--- config.mk ---
export PLATFORM = sky130hd
export DESIGN_NAME = branch_fwd_hazard_unit
export DESIGN_NICKNAME = d
export VERILOG_FILES = /design/src/rtl/branch_fwd_hazard_unit.sv
export SDC_FILE = /design/constraint.sdc
export NUM_CORES = 1
export LEC_CHECK = 0
export CAP_MARGIN = 15
export CELL_PAD_IN_SITES_DETAIL_PLACEMENT = 1
export CELL_PAD_IN_SITES_GLOBAL_PLACEMENT = 1
export CORE_MARGIN = 3
export CORE_UTILIZATION = 33
export CTS_BUF_LIST = sky130_fd_sc_hd__clkbuf_8
export DETAILED_ROUTE_END_ITERATION = 16
export PLACE_DENSITY_LB_ADDON = 0.15
export SLEW_MARGIN = 40
export SYNTH_ARGS = -nofsm -noshare
export SYNTH_HDL_FRONTEND = slang
export SYNTH_SLANG_ARGS = --single-unit
--- constraint.sdc ---
create_clock -name clk -period 2.6 [get_ports clk]
set_input_delay 0.52 -clock clk [delete_from_list [all_inputs] [get_ports clk]]
set_output_delay 0.52 -clock clk [all_outputs]
set_load 0.005 [all_outputs]
--- src/rtl/branch_fwd_hazard_unit.sv ---
// ID-stage branch operand forwarding and hazard unit.
// Resolves BEQ/BNE source operands against the EX, MEM and WB destinations.
// Raises load-use and EX-dependency stalls, and flushes IF/ID on a taken branch.
// Keeps a consecutive-stall watchdog and saturating stall/forward counters.
module branch_fwd_hazard_unit #(
  parameter int AW        = 5,
  parameter int CNT_W     = 16,
  parameter int EX_FWD    = 1,
  parameter int MAX_STALL = 4
) (
  input  logic             clk,
  input  logic             rst,
  input  logic             id_branch,
  input  logic             id_taken,
  input  logic [AW-1:0]    id_rs,
  input  logic [AW-1:0]    id_rt,
  input  logic             ex_regwrite,
  input  logic             ex_memread,
  input  logic [AW-1:0]    ex_rd,
  input  logic             mem_regwrite,
  input  logic             mem_memread,
  input  logic [AW-1:0]    mem_rd,
  input  logic             wb_regwrite,
  input  logic [AW-1:0]    wb_rd,
  output logic [1:0]       fwd_a,
  output logic [1:0]       fwd_b,
  output logic             stall,
  output logic             if_flush,
  output logic             hazard_err,
  output logic [CNT_W-1:0] stall_cnt,
  output logic [CNT_W-1:0] fwd_cnt
);

  localparam int RW = $clog2(MAX_STALL + 1);
  localparam logic [RW-1:0] MAX_RL = RW'(MAX_STALL);
  localparam logic EX_NO_FWD = (EX_FWD == 0);

  localparam logic [1:0] SEL_RF  = 2'b00;
  localparam logic [1:0] SEL_EX  = 2'b01;
  localparam logic [1:0] SEL_MEM = 2'b10;
  localparam logic [1:0] SEL_WB  = 2'b11;

  logic [2:0]       infoA;
  logic [2:0]       infoB;
  logic             needStall;
  logic             fwdEvent;
  logic             hazardErr_q, hazardErr_d;
  logic [RW-1:0]    runLen_q, runLen_d;
  logic [CNT_W-1:0] stallCnt_q, stallCnt_d;
  logic [CNT_W-1:0] fwdCnt_q, fwdCnt_d;

  // Returns {stall need, operand select}; the youngest producer (EX) wins,
  // and register 0 never matches because it is hardwired to zero.
  function automatic logic [2:0] resolveOperand(input logic [AW-1:0] src);
    logic       valid;
    logic [2:0] r;
    valid = id_branch && (src != '0);
    r     = {1'b0, SEL_RF};
    if (valid && ex_regwrite && (ex_rd == src)) begin
      r = {ex_memread | EX_NO_FWD, SEL_EX};
    end else if (valid && mem_regwrite && (mem_rd == src)) begin
      r = {mem_memread, SEL_MEM};
    end else if (valid && wb_regwrite && (wb_rd == src)) begin
      r = {1'b0, SEL_WB};
    end
    return r;
  endfunction

  // Operand resolution, stall, flush and forward selects; all forced low during reset.
  always_comb begin
    infoA     = resolveOperand(id_rs);
    infoB     = resolveOperand(id_rt);
    needStall = infoA[2] | infoB[2];
    stall     = ~rst & needStall;
    if_flush  = ~rst & id_branch & id_taken & ~needStall;
    fwd_a     = SEL_RF;
    fwd_b     = SEL_RF;
    if (!rst && !needStall) begin
      fwd_a = infoA[1:0];
      fwd_b = infoB[1:0];
    end
    fwdEvent = id_branch & ~stall & ((fwd_a != SEL_RF) | (fwd_b != SEL_RF));
  end

  // Next-state for the saturating counters, the stall run length and the sticky watchdog.
  always_comb begin
    stallCnt_d = stallCnt_q;
    fwdCnt_d   = fwdCnt_q;
    runLen_d   = '0;
    if (stall && !(&stallCnt_q)) begin
      stallCnt_d = stallCnt_q + 1'b1;
    end
    if (fwdEvent && !(&fwdCnt_q)) begin
      fwdCnt_d = fwdCnt_q + 1'b1;
    end
    if (stall) begin
      runLen_d = (runLen_q == MAX_RL) ? MAX_RL : runLen_q + 1'b1;
    end
    hazardErr_d = hazardErr_q | (stall & (runLen_d == MAX_RL));
  end

  // State registers, cleared asynchronously.
  always_ff @(posedge clk or posedge rst) begin
    if (rst) begin
      hazardErr_q <= 1'b0;
      runLen_q    <= '0;
      stallCnt_q  <= '0;
      fwdCnt_q    <= '0;
    end else begin
      hazardErr_q <= hazardErr_d;
      runLen_q    <= runLen_d;
      stallCnt_q  <= stallCnt_d;
      fwdCnt_q    <= fwdCnt_d;
    end
  end

  assign hazard_err = hazardErr_q;
  assign stall_cnt  = stallCnt_q;
  assign fwd_cnt    = fwdCnt_q;

endmodule

==> results.json <==
{
  "layout_setup_ws_ps": -336.9,
  "grt_setup_unrepaired": "yes",
  "grt.busiest_layer": "met2",
  "multi_input_area_um2": 1683,
  "place.gp.congestion": 0.8201,
  "io_buffers": 72,
  "synthesis.nets": 288,
  "floorplan.initialDensity": 0.3452,
  "antenna_violating_nets_post_route": 0,
  "core_um2": 6869,
  "critPathKind": "in -> out",
  "fp-row-count": 30,
  "io_pins": 73,
  "ff2ff_setup_slack_ps": 350,
  "grt_overflow": 0,
  "avgViaCountPerCell": 5.040,
  "detailed_place_hpwl_mm": 5.636,
  "reg2reg_to": "fwd_cnt[1]",
  "start_kind": "input pin",
  "launch_instance_of_the_worst_min_delay_path": "hazard_err",
  "run_status": "complete, but fails checks",
  "timing.critical_path.to_type": "primary output",
  "yosys.area_share.simple": 0.2918,
  "fillers": 762,
  "area_delta_synth_final_pct": 67.28,
  "yosysWarningCount": 0,
  "yosys_reg_bits": 36,
  "global_routing_usage_on_met1": 0.2369,
  "first_global_vias": 2598,
  "antenna_violations_before_repair": 0,
  "required_ps": 2080,
  "finalSetupViolCount": 11,
  "worst_hold_slack_ps": 487.1,
  "mappedNetlistArea_um2": 2371,
  "clk_pin_slew_ps": 80,
  "ys_types": 41,
  "cts_buffers": 5,
  "synth_compound_area_frac": 0.03536,
  "insertion_delay_ps": 290,
  "final-max-slew-violation-count": 0,
  "cp_cell_sequence": "buf_6, or4_4, nor2_4, nor3_4, or4_4, nand4_1, buf_6, buf_6, nor3_4, buf_2",
  "clk_root_buffer_cell": "clkbuf_8",
  "synth_mux_area_frac": 0.02533,
  "clock-sinks": 36,
  "main_combinational_cell_family_by_area_after_synthesis": "simple AND/OR/NAND/NOR gates",
  "chipHeight_um": 90.77,
  "synth.avg_cell_area_um2": 9.484,
  "drt_drc_violations_left": 0,
  "post-route-util": 0.5774,
  "totalWireLength_mm": 8.426,
  "ys_seq_area_frac": 0.3799,
  "detail_route.wl_per_cell_um": 17.81,
  "cts_tree": "done",
  "slew_at_the_pin_closest_to_its_max_slew_limit_ps": 484.8,
  "crit_top_cell": "buf_6",
  "worst_r2r_startpoint": "fwd_cnt[0]",
  "path_max_fanout": 4,
  "final_layout_size_suffix_gt1_frac": 0.3448,
  "layout.cells.non_filler": 473,
  "diodes": 0,
  "failing_checks": "setup timing",
  "grt_usage": 0.1904,
  "critical-path-max-stage-delay_ps": 560,
  "detailedRoute.firstIterationViolations": 56,
  "timing_hold_violations_final": 0,
  "finalNetCount": 414,
  "fin_crit_period_ps": 2937,
  "arrival_ps": 2420,
  "worst_hold_path_type": "reg -> reg",
  "num_vias": 2384,
  "dieWidth_um": 90.77,
  "global_route.usage.met3": 0.03833,
  "worstHoldPathCells": 1,
  "syn_inst": 250,
  "dp.cells": 445,
  "grt_first_pass_wirelength_mm": 12.71,
  "timing.max_slew.rel_slack": 0.6768,
  "drtPass1Iterations": 4,
  "p_per_area_nw_per_um2": 367.7,
  "die-area_um2": 8238,
  "yosys.area_share.adder": 0.02111,
  "timing.max_cap.violations": 0,
  "fmax_mhz": 340.5,
  "critical_path.slowest_cell": "or4_4",
  "synth_xor_area_frac": 0.2142,
  "period_share": 1.130,
  "worstRegToRegCells": 6,
  "register_area_um2": 900.9,
  "clock_tree.htree_level_count": 2,
  "clock_tree.buffer_depth": 2,
  "detailedPlace.worstSlack_ps": -1082,
  "power_leakage_nw": 1.741,
  "worstHoldEndpoint": "hazard_err",
  "fin_skew_ps": 5.654,
  "ir_drop_uv": 184.5,
  "grt_start_max_net_pins": 37,
  "met2_grt_util": 0.3323
}
[per-stage QoR]
step,area [um^2],total power [mW],setup TNS (ps)
6_report,3966,1.458,-2116
5_1_grt,3966,1.536,-3593
4_1_cts,3674,1.407,-2239
3_5_place_dp,3432,0.9849,-27490
3_3_place_gp,3432,0.9726,-25120
2_1_floorplan,2384,0.7706,-649.3
[cells in the mapped netlist]
cell type	count	area share
nor2_2	1	0.0026
a21o_1	1	0.0032
nor4_1	3	0.0079
o21ai_2	1	0.0037
buf_4	3	0.0095
nor2_4	1	0.0047
nand3_1	21	0.044
nor3_2	1	0.0042
nor4b_1	2	0.0074
o211ai_1	1	0.0032
dfrtp_1	36	0.38
and4b_1	1	0.0042
mux2_4	1	0.0063
xor2_1	14	0.052
or4_4	2	0.0095
inv_1	5	0.0079
ha_1	4	0.021
nor2_1	10	0.016
or4_1	2	0.0063
o2111ai_1	1	0.0037
and3_1	8	0.021
nand2_1	20	0.032
and2_1	4	0.011
and4_1	3	0.011
clkbuf_1	5	0.0079
nor3_1	15	0.032
nand4_1	18	0.047
or3_1	4	0.011
o211a_1	1	0.0042
mux2_2	3	0.014
nor2b_1	1	0.0026
mux2_1	1	0.0047
a21oi_1	4	0.0084
xnor2_1	44	0.16
nand2b_1	1	0.0026
a31oi_4	1	0.0090
nand2_4	1	0.0047
nand3b_1	1	0.0032
or3b_1	2	0.0074
buf_2	1	0.0021
buf_6	1	0.0047
[worst max-delay path by stage]
| stage | startpoint | to | slack (ps) | cells after the start |
|---|---|---|---|---|
| finish | id_rs[1] | fwd_b[1] | -340 | 10 |
| floorplan | id_rs[1] | fwd_a[1] | -130 | 8 |
| CTS | id_rs[2] | fwd_a[1] | -300 | 10 |
| detailed placement | id_rs[1] | fwd_b[1] | -1080 | 7 |
| global route | mem_rd[1] | fwd_b[1] | -430 | 9 |
| global placement | id_rs[1] | fwd_b[1] | -980 | 8 |
[state kept, by name, indices dropped and copies added (netlist names)]
register / count
fwd_cnt: 16
runLen_q: 3
stall_cnt: 16
hazard_err: 1
[cells in the final DEF, fill, tap and decap left out, drive strengths merged, types with 5 or more instances in the layout]
cell type / count
xor2: 14
buf: 66
xnor2: 44
and3: 8
nand2: 21
nor3: 16
dfrtp: 36
nand3: 21
clkbuf: 10
nor2: 12
mux2: 5
inv: 5
clkdlybuf4s50: 45
dlygate4sd2: 8
nand4: 18
[area by class of cell]
type,instances,area share
Multi-Input combinational cell,199,0.4243
Timing Repair Buffer,129,0.2915
Sequential cell,36,0.2271
Tap cell,96,0.03028
Clock buffer,5,0.01735
Clock inverter,3,0.004732
Inverter,5,0.004732
[timing repair]
item / CTS / global route
buffers inserted: 14 / 5
pin swaps: 14 / 19
endpoints found under the hold margin: 0 / 0
endpoints found under the setup margin: 42 / 26
hold buffers: 0 / 0
gates resized for setup: 77 / 57
cloned: 0 / 1
[power by group]
group          switching, mW  internal, mW  total [mW]  leakage [nW]
combinational          0.167         0.228       0.395          1.19
sequential            0.0605         0.590       0.651         0.498
clock                  0.225         0.187       0.412        0.0479
total                  0.452          1.01        1.46          1.74
[worst max-delay path, delay by kind of cell]
kind	cells	cell delay, ps
AND/OR/NAND/NOR	6	1430
buffers and inverters	4	470
[cells by family (layout without fill, tap and decap cells)]
logic type,after synthesis,after routing
mux,5,5
xor+xnor,58,58
fa+ha+maj,4,4
compound gates,10,10
simple gates,122,122
flops,36,36
buf+inv,15,142
[metal layers]
metal  wire length, um  vias up
met5                 0        -
met4               238        0
met3               293       21
met2              4314       61
met1              3579     1170
li1                  -     1132
Power figures use the tool's default switching activity.
